==> config.mk <==
export PLATFORM = sky130hd
export DESIGN_NAME = uart_tx_sched
export DESIGN_NICKNAME = d
export VERILOG_FILES = /design/src/rtl/uart_tx_sched.sv
export SDC_FILE = /design/constraint.sdc
export NUM_CORES = 1
export LEC_CHECK = 0
export CAP_MARGIN = 25
export CORE_MARGIN = 1
export CORE_UTILIZATION = 53
export CTS_BUF_LIST = sky130_fd_sc_hd__clkbuf_16
export DETAILED_ROUTE_END_ITERATION = 16
export PLACE_DENSITY = 0.94
export SYNTH_ARGS = -nofsm -noshare
export SYNTH_HDL_FRONTEND = slang
export SYNTH_SLANG_ARGS = --single-unit
==> constraint.sdc <==
create_clock -name CLK -period 3.9 [get_ports CLK]
set_input_delay 0.78 -clock CLK [delete_from_list [all_inputs] [get_ports CLK]]
set_output_delay 0.78 -clock CLK [all_outputs]
set_load 0.02 [all_outputs]
==> src/rtl/uart_tx_sched.sv <==
// Shares one UART transmitter between the ALU result path (2*WIDTH) and the register-file read path (WIDTH).
// Optional macro UART_TX_SCHED_MSB_FIRST_EN sends the ALU high byte first.
module uart_tx_sched #(
  parameter int WIDTH = 8
) (
  input  logic               CLK,
  input  logic               Reset,
  input  logic [2*WIDTH-1:0] ALU_Out,
  input  logic               ALU_Valid,
  input  logic [WIDTH-1:0]   RdData,
  input  logic               RdData_Valid,
  input  logic               Tx_Busy,
  output logic [WIDTH-1:0]   Tx_Data,
  output logic               Tx_Data_Valid,
  output logic               Sched_Busy,
  output logic [1:0]         Overflow
);

`ifdef UART_TX_SCHED_MSB_FIRST_EN
  localparam logic MSB_FIRST = 1'b1;
`else
  localparam logic MSB_FIRST = 1'b0;
`endif

  localparam logic G_ALU = 1'b0;
  localparam logic G_RD  = 1'b1;

  typedef enum logic [1:0] {IDLE, ISSUE, WAIT_HI, WAIT_LO} state_e;

  state_e               state_q, state_d;
  logic                 pend_alu_q, pend_alu_d;
  logic                 pend_rd_q, pend_rd_d;
  logic [2*WIDTH-1:0]   hold_alu_q, hold_alu_d;
  logic [WIDTH-1:0]     hold_rd_q, hold_rd_d;
  logic                 grant_q, grant_d;
  logic                 last_q, last_d;
  logic                 idx_q, idx_d;
  logic [WIDTH-1:0]     tx_data_q, tx_data_d;
  logic                 tx_vld_q, tx_vld_d;
  logic [1:0]           ovf_q, ovf_d;
  logic                 issue, last_byte, alu_free, rd_free;

  always_comb begin
    state_d    = state_q;
    pend_alu_d = pend_alu_q;
    pend_rd_d  = pend_rd_q;
    hold_alu_d = hold_alu_q;
    hold_rd_d  = hold_rd_q;
    grant_d    = grant_q;
    last_d     = last_q;
    idx_d      = idx_q;
    tx_data_d  = tx_data_q;
    tx_vld_d   = 1'b0;
    ovf_d      = ovf_q;
    issue      = 1'b0;

    unique case (state_q)
      IDLE: begin
        if ((pend_alu_q || pend_rd_q) && !Tx_Busy) begin
          if (pend_alu_q && pend_rd_q) grant_d = ~last_q;
          else                         grant_d = pend_alu_q ? G_ALU : G_RD;
          last_d  = grant_d;
          idx_d   = 1'b0;
          state_d = ISSUE;
          issue   = 1'b1;
        end
      end
      ISSUE:   state_d = WAIT_HI;
      WAIT_HI: if (Tx_Busy) state_d = WAIT_LO;
      WAIT_LO: begin
        if (!Tx_Busy) begin
          if (grant_q == G_ALU && !idx_q) begin
            idx_d   = 1'b1;
            state_d = ISSUE;
            issue   = 1'b1;
          end else begin
            state_d = IDLE;
          end
        end
      end
      default: state_d = IDLE;
    endcase

    // Byte is registered on entry to ISSUE so the strobe lines up with the state.
    if (issue) begin
      tx_vld_d = 1'b1;
      if (grant_d == G_RD)             tx_data_d = hold_rd_q;
      else if (idx_d ^ MSB_FIRST)      tx_data_d = hold_alu_q[2*WIDTH-1:WIDTH];
      else                             tx_data_d = hold_alu_q[WIDTH-1:0];
    end

    // A word frees its slot in the cycle its final byte is on the wire.
    last_byte = (state_q == ISSUE) && (grant_q == G_RD || idx_q);
    alu_free  = !pend_alu_q || (last_byte && grant_q == G_ALU);
    rd_free   = !pend_rd_q  || (last_byte && grant_q == G_RD);
    if (last_byte && grant_q == G_ALU) pend_alu_d = 1'b0;
    if (last_byte && grant_q == G_RD)  pend_rd_d  = 1'b0;

    if (ALU_Valid) begin
      if (alu_free) begin
        hold_alu_d = ALU_Out;
        pend_alu_d = 1'b1;
      end else begin
        ovf_d[0] = 1'b1;
      end
    end
    if (RdData_Valid) begin
      if (rd_free) begin
        hold_rd_d = RdData;
        pend_rd_d = 1'b1;
      end else begin
        ovf_d[1] = 1'b1;
      end
    end
  end

  always_ff @(posedge CLK) begin
    if (!Reset) begin
      state_q    <= IDLE;
      pend_alu_q <= 1'b0;
      pend_rd_q  <= 1'b0;
      hold_alu_q <= '0;
      hold_rd_q  <= '0;
      grant_q    <= G_ALU;
      last_q     <= G_RD;
      idx_q      <= 1'b0;
      tx_data_q  <= '0;
      tx_vld_q   <= 1'b0;
      ovf_q      <= 2'b00;
    end else begin
      state_q    <= state_d;
      pend_alu_q <= pend_alu_d;
      pend_rd_q  <= pend_rd_d;
      hold_alu_q <= hold_alu_d;
      hold_rd_q  <= hold_rd_d;
      grant_q    <= grant_d;
      last_q     <= last_d;
      idx_q      <= idx_d;
      tx_data_q  <= tx_data_d;
      tx_vld_q   <= tx_vld_d;
      ovf_q      <= ovf_d;
    end
  end

  assign Tx_Data       = tx_data_q;
  assign Tx_Data_Valid = tx_vld_q;
  assign Overflow      = ovf_q;
  assign Sched_Busy    = pend_alu_q || pend_rd_q || (state_q != IDLE);

endmodule

==> results of run 1 <==
[layout make-up]
cell class	instances	area, sq um
Fill cell	222	776
Sequential cell	42	841
Clock inverter	2	10.0
Clock buffer	5	125
Multi-Input combinational cell	118	890
Inverter	11	41.3
Tap cell	44	55.1
Timing Repair Buffer	42	415
[sequential cells by signal, summed over array words and instances (netlist names)]
signal         flops
hold_alu_q        16
Tx_Data            8
hold_rd_q          8
Overflow           2
state_q            2
Tx_Data_Valid      1
grant_q            1
idx_q              1
last_q             1
pend_alu_q         1
pend_rd_q          1
[cells in the final DEF (no fill, tap or decap), types with 3 or more instances in the layout]
cell,count
sky130_fd_sc_hd__inv_1,11
sky130_fd_sc_hd__nand3_1,8
sky130_fd_sc_hd__o21bai_1,3
sky130_fd_sc_hd__a21oi_1,3
sky130_fd_sc_hd__mux2i_1,33
sky130_fd_sc_hd__nor2_1,34
sky130_fd_sc_hd__clkbuf_16,5
sky130_fd_sc_hd__o21ai_0,3
sky130_fd_sc_hd__and2_1,3
sky130_fd_sc_hd__dfxtp_1,42
sky130_fd_sc_hd__ha_1,4
sky130_fd_sc_hd__clkdlybuf4s50_1,40
sky130_fd_sc_hd__o221ai_2,8
[layer usage]
| metal | global-route usage [%] | vias up | wire [um] |
|---|---|---|---|
| met5 | 0 | - | 0 |
| met4 | 9.09 | 0 | 48 |
| met3 | 9.81 | 6 | 241 |
| met2 | 37.7 | 44 | 1890 |
| met1 | 30.4 | 657 | 1720 |
| li1 | - | 702 | - |
[cells in the mapped netlist, types with 3 or more instances]
cell	number	area share, %
sky130_fd_sc_hd__dfxtp_1	42	46
sky130_fd_sc_hd__nor2_1	34	7.0
sky130_fd_sc_hd__mux2i_1	33	18
sky130_fd_sc_hd__inv_1	11	2.3
sky130_fd_sc_hd__nand3_1	8	2.2
sky130_fd_sc_hd__o221ai_2	8	6.6
sky130_fd_sc_hd__clkbuf_1	6	1.2
sky130_fd_sc_hd__ha_1	4	2.7
sky130_fd_sc_hd__a21oi_1	3	0.82
sky130_fd_sc_hd__and2_1	3	1.0
sky130_fd_sc_hd__o21ai_0	3	0.82
sky130_fd_sc_hd__o21bai_1	3	1.2
[critical path: cells and delay by family (launching register included)]
family,cells,cell delay (ns)
adders and majority gates,1,0.29
buffers and inverters,2,0.66
DFF,1,0.33
and+or+nand+nor,1,0.49
[power groups by stage]
stage	logic (mW)	clock network, mW	registers, mW
6_report	0.288	0.380	0.498
5_1_grt	0.317	0.409	0.503
4_1_cts	0.287	0.385	0.498
3_5_place_dp	0.284	0	0.506
3_3_place_gp	0.275	0	0.505
2_1_floorplan	0.191	0	0.510
[path summary, 6_finish.rpt]
kind | start | end | slack [ns] | cells past startpoint
min | Overflow[0] | Overflow[0] | 0.48 | 2
min reg2reg | Overflow[0] | Overflow[0] | 0.48 | 2
max | state_q[0] | Sched_Busy | 1.07 | 4
max reg2reg | state_q[1] | Tx_Data[3] | 1.56 | 5
[metrics by stage]
step	cells	util, %	worst slack, ns	instance area (sq um)
floorplan	182	-	1.87	1830
global placement	257	71.1	1.19	2240
detailed placement	257	71.1	1.11	2240
CTS	264	75.4	1.06	2380
global route	264	75.4	0.978	2380
finish	264	75.4	1.07	2380
[cell families after synthesis]
kind of cell | Yosys count
buffers and inverters | 22
DFF | 42
muxes | 34
adders and majority gates | 4
and+or+nand+nor | 57
AOI/OAI and AO/OA | 23
==> results.cfg, run 1 <==
[die]
placement_rows = 20
die_width_um = 60.7
die_area_sq_mm = 0.00369
core-area_sq_mm = 0.00315
die_h_um = 60.7
boundaryPins = 41
initial_utilization_pct = 57.9

[clocking]
clk_root_buffer_cell = sky130_fd_sc_hd__clkbuf_16
cts-buffers-inserted = 5
tritoncts = built
postCtsHoldBufs = 0
insertion_delay_ns = 0.28
cts-resized-gates = 0
cts_max_path_buffers = 2
worst_setup_hold_path_clk_slew_ns = 0.05
htree_levels = 2
cts_setup_buffers = 0
clock_sinks = 42

[grt]
grt-ovfl-total = 0
number_of_antenna_violations_at_the_first_check_in_global_routing = 0
grt_first_pass_wirelength_mm = 6.29
first_global_vias = 1377
grt_start_max_net_pins = 20
groute.usage.overall_pct = 24.3

[sta]
worst_slew_pin_slew_ns = 0.518
finalClockSkew_ns = 0.00370
setup-tns-final_ns = 0
setup_repair_after_global_routing_missed_its_margin = false
final_hold_viol_count = 0
timing.final.setup_violations = 0
slew_headroom_pct = 65.5
finalCritPeriodShare_pct = 72.6
final.hold.worst_slack_ns = 0.477
maxSlewViolCount = 0
period_minus_slack_ns = 2.83
max_clock_freq_mhz = 353

[setup_path]
path_class = flip-flop to output port
req_time_crit_path_ns = 3.12
worstPathCellList = inv_1 -> ha_1 -> or3b_2 -> clkdlybuf4s50_1
critPathMaxStageDelay_ns = 0.55
crit_path_max_fanout = 8
critPathSlowestCell = sky130_fd_sc_hd__clkdlybuf4s50_1
worst_ep_arrival_time_ns = 2.05
endpoint_kind = output port
cp-start-kind = flip-flop

[yosys]
ys.flop_type = sky130_fd_sc_hd__dfxtp_1
netlist-cell-type-count = 29
muxShareOfSynthArea_pct = 18.7
synth_top_family_by_area = multiplexers
area_fraction_in_and_or_nand_and_nor_cells_after_synthesis_pct = 14.9
netlist_instances = 182
synth-edff-count = 0
synth-seq-area-share_pct = 46.0
synth_fp_nets = 215
synth-async-reset-ratio_pct = 0
post_synth_fa_ha_maj_area_fraction_pct = 2.74
synth-xor-area-share_pct = 0
synth.cell_area_sq_mm = 0.00183
ys_seq_elements = 42
syn_avg_cell_area_sq_um = 10.0
post_synthesis_compound_gate_area_fraction_pct = 12.2
yosys_warnings = 0

[power_and_ir_drop]
pwr_density_cell_mw_per_mm2 = 490
p_int_uw = 836
net-switching-power_uw = 330
irDropWorstVdd_uv = 330
seq_power_share_pct = 42.7
clockPowerShare_pct = 32.6
p_total_mw = 1.17
swShare_pct = 28.3
power_leakage_nw = 0.936
p_comb_share_pct = 24.7

[place]
place_congestion = 0.841
dp_hpwl_mm = 2.83
portBuffers = 40

[layout]
layout-drive-gt1-share_pct = 9.09
area_growth_syn_to_layout_pct = 30.1
layout.nets = 253
num_antenna_cells = 0

[detailed_routing]
dr_total_vias = 1409
firstDrtPassIters = 4
route.detailed.wl_per_inst_um = 14.8
drtIter0Drc = 84
drt_drc_violations_left = 0
avgViaCountPerCell = 5.34
routed_wirelength_mm = 3.90
route.antenna.remaining_nets = 0

[status]
result_of_the_run = completed

[hold_path]
hold_path.class = flip-flop to flip-flop

[job]
drv_cap = 0
No activity file was read; power rests on OpenSTA's default activity.
==> run 2, diff against run 1 <==
Settings changed: CORE_UTILIZATION 53 to 49, PLACE_DENSITY 0.94 to 0.89.
Clock period 3.9 ns to 2.77 ns, I/O delays scaled along.
==> run 2 against run 1 <==
  * Design area increased by 1.7%
  * Hold slack about the same
  * Total power up 49%
  * Wire length decreased by 3.6%
  * Via count shrank 0.71%
  * Largest cell class unchanged
==> results.cfg, run 2 (synthesis gave the netlist of run 1 again) <==
[status]
result_of_the_run = completed

[grt]
number_of_antenna_violations_at_the_first_check_in_global_routing = 0
first_global_vias = 1345
grt_start_max_net_pins = 21
grt-ovfl-total = 0
grt_first_pass_wirelength_mm = 6.21
groute.usage.overall_pct = 20.0

[die]
die_h_um = 63.1
die_area_sq_mm = 0.00398
boundaryPins = 41
initial_utilization_pct = 53.1
core-area_sq_mm = 0.00344
placement_rows = 21
die_width_um = 63.1

[power_and_ir_drop]
pwr_density_cell_mw_per_mm2 = 720
p_total_mw = 1.74
irDropWorstVdd_uv = 458
power_leakage_nw = 0.953

[sta]
worst_slew_pin_slew_ns = 0.538
max_clock_freq_mhz = 384
slew_headroom_pct = 64.2
final.hold.worst_slack_ns = 0.477
finalCritPeriodShare_pct = 94.1
finalClockSkew_ns = 0.00444
setup_repair_after_global_routing_missed_its_margin = false
setup-tns-final_ns = 0
period_minus_slack_ns = 2.61
maxSlewViolCount = 0
fin_ws_ns = 0.162
timing.final.setup_violations = 0
final_hold_viol_count = 0

[detailed_routing]
drt_drc_violations_left = 0
drtIter0Drc = 60
routed_wirelength_mm = 3.76
dr_total_vias = 1399
route.detailed.wl_per_inst_um = 14.0
avgViaCountPerCell = 5.22
route.antenna.remaining_nets = 0
firstDrtPassIters = 4

[clocking]
postCtsHoldBufs = 0
worst_setup_hold_path_clk_slew_ns = 0.06
clk_root_buffer_cell = sky130_fd_sc_hd__clkbuf_16
cts_setup_buffers = 0
cts_max_path_buffers = 2
cts-buffers-inserted = 5
cts-resized-gates = 0
htree_levels = 2
insertion_delay_ns = 0.28
tritoncts = built
clock_sinks = 42

[layout]
layout.nets = 254
register_ranked_first_by_flip_flop_count = hold_alu_q
largest_reg_flops = 16
area_growth_syn_to_layout_pct = 32.4
finish.instance_area_sq_mm = 0.00242
layoutNonFillerInstCount = 268
multiInputGateArea_sq_um = 890
num_antenna_cells = 0
final_core_utilization_pct = 70.3
layout-drive-gt1-share_pct = 9.46
fill_cells = 254
most-common-layout-cells = sky130_fd_sc_hd__dfxtp_1 (42), sky130_fd_sc_hd__clkdlybuf4s50_1 (40), sky130_fd_sc_hd__nor2_1 (34), sky130_fd_sc_hd__mux2i_1 (33), sky130_fd_sc_hd__inv_1 (12)
regArea_sq_um = 841
layout.cells.most_common = sky130_fd_sc_hd__dfxtp_1

[place]
setup_ws_pre_cts_ns = 0.345
dp_hpwl_mm = 2.72
place_congestion = 0.790
portBuffers = 40
placed_cell_areas_sq_mm = 0.00225
numPlacedInstances = 260

[setup_path]
cp-start-kind = flip-flop
r2r-start = state_q[0]
reg2reg_slack_ns = 0.44
timing.rr.end = Tx_Data[7]
worst_r2r_path_depth = 5
crit_path_max_fanout = 8
endpoint_kind = output port
timing.critical_path.to = Sched_Busy
critPathLaunch = state_q[0]
req_time_crit_path_ns = 2.22
worst_ep_arrival_time_ns = 2.05
path_class = flip-flop to output port

[job]
drv_cap = 0

[hold_path]
timing.hold.worst_path_depth = 2
hold_path.class = flip-flop to flip-flop
## run 2: cell count changes in the layout (fill, tap and decap cells not counted)
cell                         change
sky130_fd_sc_hd__clkinv_2        -2
sky130_fd_sc_hd__buf_4           +1
sky130_fd_sc_hd__bufinv_16       +1
sky130_fd_sc_hd__clkinvlp_4      +1
sky130_fd_sc_hd__inv_1           +1
## run 2: final cells by class
type | instances | share of cell area (%)
flip-flops and latches | 42 | 34.8
well taps | 46 | 2.38
clock buffers | 5 | 5.17
multi-input cells | 118 | 36.8
repair buffers | 43 | 17.5
inverters | 11 | 1.71
clock inverters | 3 | 1.71
## run 2: worst min-delay path by stage
stage	start	endpoint
floorplan	hold_alu_q[0]	hold_alu_q[0]
global placement	Overflow[1]	Overflow[1]
detailed placement	Overflow[1]	Overflow[1]
CTS	Overflow[1]	Overflow[1]
global route	Overflow[1]	Overflow[1]
finish	Overflow[1]	Overflow[1]
## run 2: per-layer routing
metal	track usage [%]	part of all wire, %	vias to the layer above
met2	31.2	47	33
met5	0	0	-
met3	4.53	3.3	2
met1	27.3	49	662
met4	6.10	0.72	0
li1	-	-	702
## run 2: worst max-delay path, stage by stage, from the launching register on
cell and delay, ns:
sky130_fd_sc_hd__dfxtp_1 0.34, sky130_fd_sc_hd__inv_1 0.11, sky130_fd_sc_hd__ha_1 0.29, sky130_fd_sc_hd__or3b_2 0.49, sky130_fd_sc_hd__clkdlybuf4s50_1 0.55
## run 2: report_power, final
group | total, mW | switching [mW] | internal (mW)
Clock | 0.640 | 0.219 | 0.421
Sequential | 0.703 | 0.0430 | 0.660
Combinational | 0.399 | 0.206 | 0.193
